File: config.mk
export PLATFORM = sky130hd
export DESIGN_NAME = rr_mux_reg
export DESIGN_NICKNAME = d
export VERILOG_FILES = /design/src/rtl/rr_mux_reg.sv
export SDC_FILE = /design/constraint.sdc
export NUM_CORES = 1
export LEC_CHECK = 0
export ABC_CLOCK_PERIOD_IN_PS = 2400
export CAP_MARGIN = 20
export CORE_UTILIZATION = 40
export CTS_BUF_LIST = sky130_fd_sc_hd__clkbuf_4
export DETAILED_ROUTE_END_ITERATION = 6
export GPL_TIMING_DRIVEN = 0
export PLACE_DENSITY = 0.74
export SYNTH_ARGS = -nofsm -noshare
export SYNTH_HDL_FRONTEND = slang
export SYNTH_SLANG_ARGS = --single-unit
File: constraint.sdc
create_clock -name clk -period 2.4 [get_ports clk]
set_input_delay 0.36 -clock clk [delete_from_list [all_inputs] [get_ports clk]]
set_output_delay 0.36 -clock clk [all_outputs]
set_load 0.01 [all_outputs]
File: src/rtl/rr_mux_reg.sv
// N:1 multiplexer with a registered output, valid/ready handshakes on every
// channel, and runtime-selectable round-robin or fixed-priority arbitration.
// One cycle of latency, one beat per clock sustained when downstream is ready.
// Note: in_ready_o depends combinationally on out_ready_i.
module rr_mux_reg #(
  parameter int unsigned WIDTH  = 8,
  parameter int unsigned NUM_CH = 4,
  parameter int unsigned SEL_W  = (NUM_CH > 1) ? $clog2(NUM_CH) : 1
) (
  input  logic                      clk,
  input  logic                      reset_n,
  input  logic [NUM_CH-1:0]         in_valid_i,
  input  logic [NUM_CH*WIDTH-1:0]   in_data_i,
  output logic [NUM_CH-1:0]         in_ready_o,
  input  logic                      rr_en_i,
  output logic                      out_valid_o,
  output logic [WIDTH-1:0]          out_data_o,
  output logic [SEL_W-1:0]          out_sel_o,
  input  logic                      out_ready_i
);

  logic             out_valid_q;
  logic [WIDTH-1:0] out_data_q;
  logic [SEL_W-1:0] out_sel_q;
  logic [SEL_W-1:0] ptr_q;

  logic             load;
  logic             any_v;
  logic [SEL_W-1:0] start;
  logic [SEL_W-1:0] win;
  logic [SEL_W-1:0] ptr_nxt;
  int unsigned      idx;

  assign load  = !out_valid_q || out_ready_i;
  assign start = rr_en_i ? ptr_q : '0;

  // Scan channels from the start index, wrapping modulo NUM_CH; first valid wins.
  always_comb begin
    any_v = 1'b0;
    win   = '0;
    idx   = 0;
    for (int unsigned i = 0; i < NUM_CH; i++) begin
      idx = (32'(start) + i) % NUM_CH;
      if (!any_v && in_valid_i[idx]) begin
        any_v = 1'b1;
        win   = SEL_W'(idx);
      end
    end
  end

  // Pointer moves to the slot just past the winner, wrapping to 0.
  always_comb begin
    ptr_nxt = (win == SEL_W'(NUM_CH - 1)) ? '0 : win + 1'b1;
  end

  // Grant only the winner, and only when the output register can take a beat.
  always_comb begin
    in_ready_o = '0;
    if (load && any_v) begin
      in_ready_o = NUM_CH'(1) << win;
    end
  end

  // Output register and round-robin pointer; reset drops any held beat.
  always_ff @(posedge clk) begin
    if (!reset_n) begin
      out_valid_q <= 1'b0;
      out_data_q  <= '0;
      out_sel_q   <= '0;
      ptr_q       <= '0;
    end else if (load) begin
      out_valid_q <= any_v;
      if (any_v) begin
        out_data_q <= in_data_i[32'(win) * WIDTH +: WIDTH];
        out_sel_q  <= win;
        if (rr_en_i) begin
          ptr_q <= ptr_nxt;
        end
      end
    end
  end

  assign out_valid_o = out_valid_q;
  assign out_data_o  = out_data_q;
  assign out_sel_o   = out_sel_q;

endmodule

# [Yosys cells after proc, flatten, opt, wreduce, memory -nomap -nowiden]
# Index checks and enable logic that the tools add are counted.
[totals] ff_bits=13 inputBits=40 output_inout_bits=15 word_cells=45
[op_classes] addsub=4 n_lt_le_gt_ge=4 eq_ne=1 shifts=2 n_mux=19 n_reduce_logical=11
[op_table] cell="$shiftx 32x6->8" count=1
[op_table] cell="$lt 2x3->1 const B" count=4
[op_table] cell="$mux 2" count=6
[op_table] cell="$bmux 1 s2" count=4
[op_table] cell="$mux 1" count=8
[op_table] cell="$add 2x1->2 const B" count=2
[op_table] cell="$add 2x2->2 const B" count=2
[op_table] cell="$logic_and 1x1->1" count=4
[op_table] cell="$logic_not 1->1" count=4
[op_table] cell="$mux 4" count=1
[op_table] cell="$shl 1x2->4 const A" count=1
[op_table] cell="$reduce_and 3->1" count=1
[op_table] cell="$eq 2x2->1 const B" count=1
[op_table] cell="$reduce_and 2->1" count=1
[op_table] cell="$logic_or 1x1->1" count=1

# [Depth between registers and ports, before layout]
[logic_depth] ltp_word=15 depth_mapped=9 ltp_nobuf=6

# [Worst setup path before layout]
# Ideal clock, no wire load.
[synth_timing] kind="reg-to-output" startpoint="register ptr_q[0]" endpoint="output in_ready_o[1]" arrival_ns=1.968 required_time_ns=2.040 slack_ns=0.072 stages_incl_launch_ff=9 path_buffers=3 cell_sequence="dfxtp_1 > buf_6 > nand4b_1 > o221ai_2 > or4_4 > buf_6 > o22a_4 > buf_6 > nor3_1"
[synth_via] elab_chain_len=15 word_cells_on_any_way=29 cone_classes="add/sub (3); shift (1); mux (18); reduce/logical (7)"
[synth_rtl] item="start, declared" line="25" text="logic [SEL_W-1:0] ptr_q;"
[synth_rtl] item="start signal, assigned" line="77" text="ptr_q <= ptr_nxt;"
[synth_rtl] item="$mux 2 *" line="35" text="assign start = rr_en_i ? ptr_q : '0;"
[synth_rtl] item="parallel branches: the longest is 13 deep, another holds $add 2x1->2"
[synth_rtl] item="$mux 4 *" line="59" text="if (load && any_v) begin"
[synth_rtl] item="end, declared" line="14" text="output logic [NUM_CH-1:0] in_ready_o,"
# Mark *: on every way between the ends. The select of a mux whose other input is x is not followed.

# [Final worst setup path]
[layout_timing] startpoint="input in_valid_i[1]" endpoint="output in_ready_o[3]"
[layout_via] elab_chain_len=14 word_cells_on_any_way=25 cone_classes="shift (1); mux (17); reduce/logical (7)"
[layout_rtl] item="start, declared" line="12" text="input logic [NUM_CH-1:0] in_valid_i,"
[layout_rtl] item="$bmux 1 s2" line="44" text="if (!any_v && in_valid_i[idx]) begin"
[layout_rtl] item="$mux 1 (not written as such)" line="44"
[layout_rtl] item="$mux 1" line="44"
[layout_rtl] item="$logic_not 1->1" line="44"
[layout_rtl] item="$logic_and 1x1->1" line="44"
[layout_rtl] item="$mux 1" line="44"
[layout_rtl] item="$logic_not 1->1" line="44"
[layout_rtl] item="$logic_and 1x1->1" line="44"
[layout_rtl] item="$mux 1" line="44"
[layout_rtl] item="$logic_not 1->1" line="44"
[layout_rtl] item="$logic_and 1x1->1" line="44"
[layout_rtl] item="$mux 2 or $mux 1 (tied branches)" line="44"
[layout_rtl] item="$shl 1x2->4 or $logic_and 1x1->1 (tied branches)" line="60, 59"
[layout_rtl] item="$mux 4 *" line="59"
# Every way passes the cells marked *; elsewhere a longest branch is shown, timed or not. The select of a mux whose other input is x is not followed.

==> results.py <==
metrics = {
    "grt": {
        "grt_pass1_wl_mm": 6.548,
        "grt_max_degree": 11,
        "grt_pass1_vias": 1540,
        "track_usage": 0.2462,
        "grt_antenna_before_repair": 0,
        "gr-total-overflow": 0,
    },
    "yosys": {
        "ys_seq_area_frac": 0.2101,
        "ys_warn_count": 0,
        "postSynthCellCount": 158,
        "ys_ff_latch": 13,
        "synth_area_per_cell_um2": 7.840,
        "syn_nets": 198,
        "synthFlopType": "dfxtp_1",
        "synth-edff-count": 0,
        "synth.distinct_cells": 38,
        "synth-async-reset-ratio": 0,
        "syn_area_mm2": 0.001239,
    },
    "route": {
        "postRouteAntennaNets": 0,
        "drt_iter0_drc": 87,
        "via_count": 1531,
        "wirelength_mm": 4.029,
        "vias_per_cell": 5.888,
        "drt_pre_antenna_iters": 6,
        "drc": 1,
        "post_drt_wl_per_cell_um": 15.50,
    },
    "place": {
        "dp.cells": 243,
        "place_congestion": 0.9159,
        "place_area_mm2": 0.001818,
        "hpwl_mm": 2.847,
        "io_buffer_count": 54,
    },
    "cts": {
        "cts_buffers": 3,
        "clkLatencyLatePin_ps": 280,
        "cts-root-buf": "clkbuf_4",
        "htreeDepth": 1,
        "cts_buffer_depth": 2,
        "cts_hold_buf": 0,
        "cts_tree": "done",
        "path_clk_slew_ps": 80,
        "cts.sinks": 13,
    },
    "worst_setup_path": {
        "crit_type": "input port to primary output",
        "reg2reg_slack_ps": 120,
        "reg2reg_depth": 10,
        "path_max_fanout": 6,
        "r2r-end": "out_data_o[3]",
        "arrival_ps": 2030,
        "r2r_start": "ptr_q[0]",
        "required_ps": 2040,
        "critPathCaptureType": "primary output",
        "start_kind": "input port",
    },
    "worst_hold_path": {
        "hold_path_end": "out_sel_o[1]",
        "min_path_type": "register to register",
        "hold_depth": 2,
        "hp-start": "out_sel_o[1]",
    },
    "run_status": {
        "violations": "DRC",
        "status": "complete, but fails checks",
    },
    "timing": {
        "skew_ps": 7.255,
        "tns_ps": 0,
        "hold_viol": 0,
        "period_share": 0.9951,
        "grt_setup_unrepaired": "true",
        "fin_crit_ps": 2388,
        "fmax_mhz": 418.7,
        "drv_slew": 0,
        "worst_pin_slew_ps": 532.2,
        "slew_headroom": 0.6439,
        "finalSetupViolCount": 0,
        "holdWs_ps": 464.2,
    },
    "cells_and_area": {
        "postLayoutCellArea_mm2": 0.002106,
        "areaGrowthSynthToFinish_pct": 70.00,
        "mostFrequentLayoutCells": "45 x clkdlybuf4s50_1, 21 x inv_1, 17 x buf_4, 16 x o221ai_1, 16 x o211ai_1",
        "final_net_count": 270,
        "diodes": 0,
        "final_common_cell": "clkdlybuf4s50_1",
        "fill_cells": 230,
        "finalNonFillerCells": 260,
        "drive_above_1_share": 0.3013,
        "fin_util": 0.7382,
    },
    "floorplanning": {
        "core_area_mm2": 0.002853,
        "rows": 19,
        "dieArea_mm2": 0.003324,
        "die_y_um": 57.65,
        "fp.dieW_um": 57.65,
        "num_io_pins": 55,
        "initial_core_util": 0.4342,
    },
    "power_and_ir_drop": {
        "p_leak_uw": 0.0008835,
        "power_density_mw_per_mm2": 475.5,
        "vdd_drop_max_mv": 0.3282,
    },
    "job": {
        "drv_cap": 0,
    },
}
## power breakdown
part,internal [µW],switching [µW],leakage [µW]
clock network,61.8,77.9,0.0000177
logic,321,272,0.000757
registers,249,19.8,0.000109
## cells in the mapped netlist (2+ instances only)
cell type  number  area [µm²]
a21oi_1         8       40.04
a31o_1          8       70.07
a32oi_1         2       17.52
and3_1          8       50.05
buf_2           4       20.02
buf_6           4       45.04
clkbuf_1        6       22.52
dfxtp_1        13       260.3
inv_1          21       78.83
mux2i_1         3       30.03
nand2_1         8       30.03
nand2b_1        5       31.28
nand3_1         2       10.01
nand3b_1        2       15.01
nand4b_1        2       17.52
nor2_1          8       30.03
nor3_1          2       10.01
o211ai_1       16       120.1
o21ai_0         2       10.01
o221ai_1       16       140.1
## through the flow
stage / total power (µW) / setup slack, ps
floorplan: 556.9 / 71.82
global placement: 752.3 / -1013
detailed placement: 759.6 / -1020
CTS: 970.8 / 1.531
global route: 1061 / -63.34
finish: 1001 / 11.65
## flip-flops by register name (all words and copies together) (netlist names)
register and flops:
ptr_q 2, out_sel_o 2, out_data_o 8, out_valid_o 1
## kinds of logic after synthesis
| family | count (synthesis) | synth area share |
|---|---|---|
| XOR/XNOR | 1 | 0.007072 |
| flip-flops | 13 | 0.2101 |
| buffers and inverters | 36 | 0.1404 |
| multiplexers | 5 | 0.05151 |
| AO/OA/AOI/OAI | 61 | 0.4000 |
| AND/OR/NAND/NOR | 42 | 0.1909 |
## metal layers
metal	part of all wire	wire [µm]	vias up	GRT usage
met5	0	0	-	0
met4	0.0099	40	0	0.05102
met3	0.046	184	4	0.02679
met2	0.53	2137	52	0.4900
met1	0.41	1667	727	0.2802
li1	-	-	748	-
## critical path, cell delays in order
cell             delay (ps)
clkdlybuf4s15_2         290
inv_1                   110
mux4_2                  530
a21oi_4                 170
a32oi_2                 120
buf_4                   170
nor3_2                  150
buf_2                   140
## repair_timing
action                     4_1_cts  5_1_grt
buffers inserted                13        4
setup endpoints to repair       13        9
resized for setup               62       15
pin swaps                        8        5
cloned                           1        0
## area by class of cell
type                       instances  area [µm²]  area share
multi-input combinational        109       950.9      0.4516
clock inverter                     1       5.005    0.002377
sequential                        13       265.3      0.1260
inverter                          21       78.83     0.03743
tap                               31       38.79     0.01842
timing repair buffer              72       656.9      0.3119
clock buffer                       3       22.52     0.01070
buffer                            10       87.58     0.04159
## worst max path at each step
stage / start / to / cells after the start
after floorplan: ptr_q[0] / in_ready_o[1] / 8
after global placement: rr_en_i / in_ready_o[3] / 8
after detailed placement: rr_en_i / in_ready_o[3] / 8
after CTS: in_valid_i[3] / in_ready_o[3] / 8
after global routing: ptr_q[1] / in_ready_o[1] / 8
final: in_valid_i[1] / in_ready_o[3] / 8
Note: power is estimated with default switching activity, not from simulation.
